===== config.mk =====
export PLATFORM = sky130hd
export DESIGN_NAME = victim_buffer
export DESIGN_NICKNAME = d
export VERILOG_FILES = /design/src/rtl/victim_buffer_pkg.sv /design/src/rtl/vb_lru.sv /design/src/rtl/victim_buffer.sv
export SDC_FILE = /design/constraint.sdc
export NUM_CORES = 2
export LEC_CHECK = 0
export CAP_MARGIN = 25
export CORE_ASPECT_RATIO = 1.4
export CORE_MARGIN = 2
export CORE_UTILIZATION = 40
export CTS_CLUSTER_DIAMETER = 80
export DETAILED_ROUTE_END_ITERATION = 10
export PLACE_DENSITY = 0.64
export SLEW_MARGIN = 25
export SYNTH_ARGS = -nofsm -noshare
export SYNTH_HDL_FRONTEND = slang
export SYNTH_SLANG_ARGS = --single-unit
export TNS_END_PERCENT = 5

===== constraint.sdc =====
create_clock -name clk -period 13.45 [get_ports clk]
set_clock_uncertainty 0.1 [all_clocks]
set_input_delay 1.345 -clock clk [delete_from_list [all_inputs] [get_ports clk]]
set_output_delay 1.345 -clock clk [all_outputs]
set_load 0.02 [all_outputs]

===== src/rtl/victim_buffer_pkg.sv =====
// Shared types for the victim buffer: controller states and the per-slot entry record.
// Line address and data widths live here so the entry struct and the ports agree.
package victim_buffer_pkg;

   localparam int unsigned ADDR_W = 12;
   localparam int unsigned LINE_W = 128;

   typedef enum logic [2:0] {
      IDLE,
      HIT_RESP,
      EVICT_WB,
      MEM_READ,
      DRAIN
   } state_t;

   // Every valid entry is dirty: slots are only ever filled by L2 write-backs.
   typedef struct packed {
      logic              valid;
      logic [ADDR_W-1:0] tag;
      logic [LINE_W-1:0] data;
   } entry_t;

endpackage


===== src/rtl/vb_lru.sv =====
// Age-based LRU tracker: ages form a permutation of 0..ENTRIES-1, age 0 is most recent.
// victim_idx is the valid entry with the largest age.
module vb_lru #(
   parameter  int unsigned ENTRIES = 4,
   localparam int unsigned IDX_W   = $clog2(ENTRIES)
) (
   input  logic               clk,
   input  logic               rst,
   input  logic [ENTRIES-1:0] valid,
   input  logic               touch_en,
   input  logic [IDX_W-1:0]   touch_idx,
   output logic [IDX_W-1:0]   victim_idx
);

   logic [IDX_W-1:0] age_q [ENTRIES];
   logic [IDX_W-1:0] age_d [ENTRIES];
   logic [IDX_W-1:0] best_age;
   logic             found;

   always_comb begin
      age_d = age_q;
      if (touch_en) begin
         for (int i = 0; i < ENTRIES; i++) begin
            if (IDX_W'(i) == touch_idx) begin
               age_d[i] = '0;
            end else if (age_q[i] < age_q[touch_idx]) begin
               age_d[i] = age_q[i] + IDX_W'(1);
            end
         end
      end
   end

   always_comb begin
      victim_idx = '0;
      best_age   = '0;
      found      = 1'b0;
      for (int i = 0; i < ENTRIES; i++) begin
         if (valid[i] && (!found || age_q[i] > best_age)) begin
            victim_idx = IDX_W'(i);
            best_age   = age_q[i];
            found      = 1'b1;
         end
      end
   end

   always_ff @(posedge clk) begin
      if (rst) begin
         for (int i = 0; i < ENTRIES; i++) age_q[i] <= IDX_W'(i);
      end else begin
         age_q <= age_d;
      end
   end

endmodule


===== src/rtl/victim_buffer.sv =====
// Fully-associative write-back victim buffer between the L2 memory-side bus and memory.
// Defining VICTIM_DRAIN_EN adds a background drain of the LRU line after DRAIN_IDLE idle cycles.
module victim_buffer
   import victim_buffer_pkg::*;
#(
   parameter int unsigned ENTRIES = 4
`ifdef VICTIM_DRAIN_EN
   ,
   parameter int unsigned DRAIN_IDLE = 16
`endif
) (
   input  logic              clk,
   input  logic              rst,
   input  logic [ADDR_W-1:0] l2_adr,
   input  logic [LINE_W-1:0] l2_dat_m,
   output logic [LINE_W-1:0] l2_dat_s,
   input  logic              l2_we,
   input  logic              l2_stb,
   input  logic              l2_cyc,
   output logic              l2_ack,
   output logic [ADDR_W-1:0] mem_adr,
   output logic [LINE_W-1:0] mem_dat_m,
   input  logic [LINE_W-1:0] mem_dat_s,
   output logic              mem_we,
   output logic              mem_stb,
   output logic              mem_cyc,
   input  logic              mem_ack
);

   localparam int unsigned IDX_W = $clog2(ENTRIES);

   state_t            state_q, state_d;
   entry_t            ent_q [ENTRIES];
   entry_t            ent_d [ENTRIES];
   logic              l2_ack_q, l2_ack_d;
   logic [LINE_W-1:0] l2_dat_s_q, l2_dat_s_d;
   logic [ADDR_W-1:0] mem_adr_q, mem_adr_d;
   logic [LINE_W-1:0] mem_dat_m_q, mem_dat_m_d;
   logic              mem_we_q, mem_we_d;
   logic              mem_stb_q, mem_stb_d;

   logic               req;
   logic [ENTRIES-1:0] valid;
   logic               hit, full;
   logic [IDX_W-1:0]   hit_idx, free_idx, victim_idx, touch_idx;
   logic               touch_en;

`ifdef VICTIM_DRAIN_EN
   localparam int unsigned CNT_W = $clog2(DRAIN_IDLE + 1);
   logic [CNT_W-1:0] idle_q, idle_d;
`endif

   assign req = l2_stb && l2_cyc;

   // Tag lookup and lowest-index free slot; write hits overwrite in place, so tags stay unique.
   always_comb begin
      hit      = 1'b0;
      hit_idx  = '0;
      full     = 1'b1;
      free_idx = '0;
      for (int i = 0; i < ENTRIES; i++) begin
         valid[i] = ent_q[i].valid;
         if (ent_q[i].valid && ent_q[i].tag == l2_adr) begin
            hit     = 1'b1;
            hit_idx = IDX_W'(i);
         end
      end
      for (int i = ENTRIES - 1; i >= 0; i--) begin
         if (!ent_q[i].valid) begin
            full     = 1'b0;
            free_idx = IDX_W'(i);
         end
      end
   end

   vb_lru #(.ENTRIES(ENTRIES)) u_lru (
      .clk        (clk),
      .rst        (rst),
      .valid      (valid),
      .touch_en   (touch_en),
      .touch_idx  (touch_idx),
      .victim_idx (victim_idx)
   );

   // NOTE: every signal gets a default at the top of the block so no path infers a latch.
   always_comb begin
      state_d     = state_q;
      ent_d       = ent_q;
      l2_ack_d    = 1'b0;
      l2_dat_s_d  = l2_dat_s_q;
      mem_adr_d   = mem_adr_q;
      mem_dat_m_d = mem_dat_m_q;
      mem_we_d    = mem_we_q;
      mem_stb_d   = mem_stb_q;
      touch_en    = 1'b0;
      touch_idx   = hit_idx;
`ifdef VICTIM_DRAIN_EN
      idle_d      = '0;
`endif
      case (state_q)
         IDLE: begin
            if (req) begin
               if (l2_we && hit) begin
                  ent_d[hit_idx].data = l2_dat_m;
                  touch_en = 1'b1;
                  state_d  = HIT_RESP;
                  l2_ack_d = 1'b1;
               end else if (l2_we && !full) begin
                  ent_d[free_idx] = '{valid: 1'b1, tag: l2_adr, data: l2_dat_m};
                  touch_en  = 1'b1;
                  touch_idx = free_idx;
                  state_d   = HIT_RESP;
                  l2_ack_d  = 1'b1;
               end else if (l2_we) begin
                  state_d     = EVICT_WB;
                  mem_stb_d   = 1'b1;
                  mem_we_d    = 1'b1;
                  mem_adr_d   = ent_q[victim_idx].tag;
                  mem_dat_m_d = ent_q[victim_idx].data;
               end else if (hit) begin
                  l2_dat_s_d = ent_q[hit_idx].data;
                  touch_en   = 1'b1;
                  state_d    = HIT_RESP;
                  l2_ack_d   = 1'b1;
               end else begin
                  state_d     = MEM_READ;
                  mem_stb_d   = 1'b1;
                  mem_we_d    = 1'b0;
                  mem_adr_d   = l2_adr;
                  mem_dat_m_d = '0;
               end
`ifdef VICTIM_DRAIN_EN
            end else if (|valid) begin
               if (idle_q == CNT_W'(DRAIN_IDLE - 1)) begin
                  state_d     = DRAIN;
                  mem_stb_d   = 1'b1;
                  mem_we_d    = 1'b1;
                  mem_adr_d   = ent_q[victim_idx].tag;
                  mem_dat_m_d = ent_q[victim_idx].data;
               end else begin
                  idle_d = idle_q + CNT_W'(1);
               end
`endif
            end
         end
         HIT_RESP: state_d = IDLE;
         EVICT_WB: begin
            if (mem_ack) begin
               ent_d[victim_idx] = '{valid: 1'b1, tag: l2_adr, data: l2_dat_m};
               touch_en    = 1'b1;
               touch_idx   = victim_idx;
               {mem_stb_d, mem_we_d, mem_adr_d, mem_dat_m_d} = '0;
               state_d     = HIT_RESP;
               l2_ack_d    = 1'b1;
            end
         end
         MEM_READ: begin
            if (mem_ack) begin
               l2_dat_s_d  = mem_dat_s;
               {mem_stb_d, mem_we_d, mem_adr_d, mem_dat_m_d} = '0;
               state_d     = HIT_RESP;
               l2_ack_d    = 1'b1;
            end
         end
`ifdef VICTIM_DRAIN_EN
         DRAIN: begin
            if (mem_ack) begin
               ent_d[victim_idx].valid = 1'b0;
               {mem_stb_d, mem_we_d, mem_adr_d, mem_dat_m_d} = '0;
               state_d     = IDLE;
            end
         end
`endif
         default: state_d = IDLE;
      endcase
   end

   // NOTE: only valid bits are reset; tag/data storage is gated by valid and needs no reset.
   always_ff @(posedge clk) begin
      if (rst) begin
         state_q     <= IDLE;
         l2_ack_q    <= 1'b0;
         l2_dat_s_q  <= '0;
         mem_adr_q   <= '0;
         mem_dat_m_q <= '0;
         mem_we_q    <= 1'b0;
         mem_stb_q   <= 1'b0;
         for (int i = 0; i < ENTRIES; i++) ent_q[i].valid <= 1'b0;
      end else begin
         state_q     <= state_d;
         l2_ack_q    <= l2_ack_d;
         l2_dat_s_q  <= l2_dat_s_d;
         mem_adr_q   <= mem_adr_d;
         mem_dat_m_q <= mem_dat_m_d;
         mem_we_q    <= mem_we_d;
         mem_stb_q   <= mem_stb_d;
         ent_q       <= ent_d;
      end
   end

`ifdef VICTIM_DRAIN_EN
   always_ff @(posedge clk) begin
      if (rst) idle_q <= '0;
      else     idle_q <= idle_d;
   end
`endif

   assign l2_ack    = l2_ack_q;
   assign l2_dat_s  = l2_dat_s_q;
   assign mem_adr   = mem_adr_q;
   assign mem_dat_m = mem_dat_m_q;
   assign mem_we    = mem_we_q;
   assign mem_stb   = mem_stb_q;
   assign mem_cyc   = mem_stb_q;

endmodule

==> results.json <==
{
  "outcome": "finished clean",
  "grt_pass1_vias": 30700,
  "grt_util_all_layers_pct": 25.3,
  "drcViolationCount": 0,
  "globalplace.congestion": 0.848,
  "crit_slowest_cell": "buf_4",
  "cp_slowest_stage_delay_ns": 0.81,
  "finalCriticalPeriod_ns": 8.20,
  "power.density_nw_per_um2": 115,
  "postPlaceCellArea_um2": 45800,
  "yosys_warnings": 0,
  "worst_pin_slew_ns": 1.15,
  "vdd_ir_drop_max_mv": 0.106,
  "finalSetupViolations": 0,
  "synth_edf_count": 560,
  "worst_slew_margin_rel_pct": 23.5,
  "period_share_pct": 61.0,
  "setup_ws_ns": 5.25,
  "hpwl_um": 78000,
  "hold_path.class": "reg2reg",
  "ctsResizeCount": 0,
  "area_growth_pct": 23.3,
  "synth_top_flop_cell": "edfxtp_1",
  "overflow": 0,
  "grt_pass1_wl_um": 195000,
  "clkLatencyLatePin_ns": 0.68,
  "pre_cts_slack_ns": 5.31,
  "yosysSeqAreaShare_pct": 57.0,
  "num_vias": 31900,
  "ys_ff_latch": 845,
  "path_clk_slew_ns": 0.06,
  "rows": 136,
  "fp.dieH_um": 376,
  "vias_per_cell": 5.66,
  "fmax_ghz": 0.122,
  "maxSlewViolCount": 0,
  "cts_tree": "yes",
  "multi_input_area_um2": 15600,
  "synth_cell_types": 63,
  "wirelength_um": 132000,
  "clockBufferDepth": 3,
  "fp.dieW_um": 270,
  "n_fill_cell": 8992,
  "antenna_found_initial": 24,
  "cp.arrival_ns": 8.72,
  "required_ns": 13.97,
  "post_cts_buffers": 0,
  "final_cell_count_no_fill": 5626,
  "netlist_instances": 3896,
  "tns_ns": 0,
  "syn_area_per_cell_um2": 10.1,
  "dieArea_um2": 101000,
  "hold_buffers": 0,
  "drtIter0Drc": 2520,
  "dpl.cell_count": 5443,
  "drtPass1Iterations": 7,
  "cap_violations": 0,
  "root_buffer": "clkbuf_16",
  "cp-end-kind": "flip-flop",
  "cp-start-kind": "flip-flop",
  "start_util_pct": 40.3,
  "ioPinCount": 546,
  "postRouteAntennaNets": 0,
  "wl_per_cell_um": 23.5,
  "stdcell_area_um2": 48700,
  "core_area_um2": 98000,
  "p_leak_nw": 16.0,
  "layout-drive-gt1-share_pct": 5.56,
  "grt_max_degree": 185,
  "syn-cell-area_um2": 39500,
  "rsz0062_at_grt": "false",
  "io_buffer_count": 545,
  "clock_sinks": 845,
  "path_max_fanout": 107,
  "async_flop_share_pct": 0,
  "worst_path_most_repeated_cell": "ha_1",
  "regArea_um2": 22500,
  "cts_buffers": 87,
  "path_class": "reg2reg",
  "finalHoldViolCount": 0,
  "synth_fp_nets": 4176,
  "nets": 4502,
  "htree_levels": 3
}
==> Yosys cell counts, drive strengths merged, types with 51 or more instances <==
cell,number,area [um2]
a21oi,297,1490
a311oi,129,1140
a211oi,143,1080
and2,146,916
nand2,280,1050
nor2,575,2160
a22oi,396,2970
dfxtp,285,5710
buf,51,304
nor2b,427,2670
edfxtp,560,16800
o21ai,137,686
clkbuf,311,1170
==> placed cells by master, fill, tap and decap left out, drive strengths merged, types with 2 or more instances in the layout <==
| master | Yosys | final |
|---|---|---|
| nor2 | 575 | 575 |
| edfxtp | 560 | 560 |
| clkdlybuf4s50 | 0 | 544 |
| nor2b | 427 | 427 |
| a22oi | 396 | 396 |
| a21oi | 297 | 297 |
| dfxtp | 285 | 285 |
| nand2 | 280 | 280 |
| and2 | 146 | 146 |
| a211oi | 143 | 143 |
| o21ai | 137 | 137 |
| a311oi | 129 | 129 |
| clkbuf | 311 | 119 |
| buf | 51 | 54 |
| xnor2 | 48 | 48 |
| clkinv | 0 | 25 |
| diode | 0 | 20 |
| inv | 9 | 18 |
| mux2i | 13 | 13 |
| nand4 | 9 | 9 |
| nand3 | 8 | 8 |
| nor3 | 8 | 8 |
| ha | 6 | 6 |
| nor4 | 6 | 6 |
| a31oi | 5 | 5 |
| a21o | 5 | 5 |
| bufinv | 0 | 5 |
| clkinvlp | 0 | 5 |
| nand2b | 4 | 4 |
| o211ai | 4 | 4 |
| or4 | 4 | 4 |
| a2bb2oi | 3 | 3 |
| o22ai | 3 | 3 |
| maj3 | 3 | 3 |
| o21a | 2 | 2 |
| and3 | 2 | 2 |
| a311o | 2 | 2 |
| a221o | 2 | 2 |
==> critical path: cells and delay by family (launching register included) <==
family,cells,cell delay [ns]
compound gates,12,3.29
buf+inv,3,2.13
simple gates,7,1.03
fa+ha+maj,3,0.88
flops,1,0.64
==> layer usage <==
| metal | up-vias | global-route usage [%] | wire [um] |
|---|---|---|---|
| met5 | - | 0 | 119 |
| met4 | 18 | 10.6 | 4310 |
| met3 | 217 | 4.56 | 9060 |
| met2 | 1173 | 44.2 | 66000 |
| met1 | 15700 | 30.7 | 52900 |
| li1 | 14800 | - | - |
==> power breakdown <==
| part | switching, W | total [W] | leakage [nW] | internal (W) |
|---|---|---|---|---|
| clock | 0.00106 | 0.00246 | 1.42 | 0.00140 |
| combinational | 0.000184 | 0.000333 | 7.26 | 0.000149 |
| sequential | 0.0000108 | 0.00279 | 7.34 | 0.00278 |
==> cells by family (layout without fill, tap and decap cells) <==
logic type      after synthesis  count (layout)  share of synthesized area, %
compound gates             1139            1139                          19.5
xor+xnor                     48              48                          1.06
fa+ha+maj                     9               9                         0.273
buf+inv                     371             770                          3.81
flops                       845             845                          57.0
mux                          14              14                         0.358
other cells                   0              20                             0
simple gates               1470            1470                          18.0
==> worst paths after layout <==
| check | from | to | slack (ns) | cells after the start |
|---|---|---|---|---|
| worst max-delay path | ent_q[563] | u_lru.age_q[0] | 5.25 | 25 |
| worst min-delay path | l2_dat_s[37] | l2_dat_s[37] | 0.38 | 2 |
| worst max register to register | ent_q[563] | u_lru.age_q[0] | 5.25 | 25 |
| worst min register to register | l2_dat_s[37] | l2_dat_s[37] | 0.38 | 2 |
==> flip-flops by register name, summed over array words and instances, names as in the netlist <==
| name | flops |
|---|---|
| ent_q | 564 |
| u_lru.age_q | 8 |
| mem_cyc | 1 |
| l2_dat_s | 128 |
| l2_ack | 1 |
| state_q | 2 |
| mem_dat_m | 128 |
| mem_we | 1 |
| mem_adr | 12 |
==> per-stage QoR <==
step / power (W) / util, % / hold slack (ns)
CTS: 0.00562 / 49.6 / 0.388
detailed placement: 0.00318 / 46.7 / 0.374
global placement: 0.00317 / 46.6 / 0.367
global route: 0.00574 / 49.7 / 0.413
floorplan: 0.00301 / - / 0.406
finish: 0.00558 / 49.7 / 0.384
==> final cells by class <==
type                       count  area share [%]
sequential                   845            46.2
clock inverter                44           0.802
antenna                       20           0.103
timing repair buffer         599            12.2
clock buffer                 118            5.09
inverter                       9          0.0694
multi-input combinational   2680            32.1
tap                         1311            3.37
No activity file was read; power rests on OpenSTA's default activity.
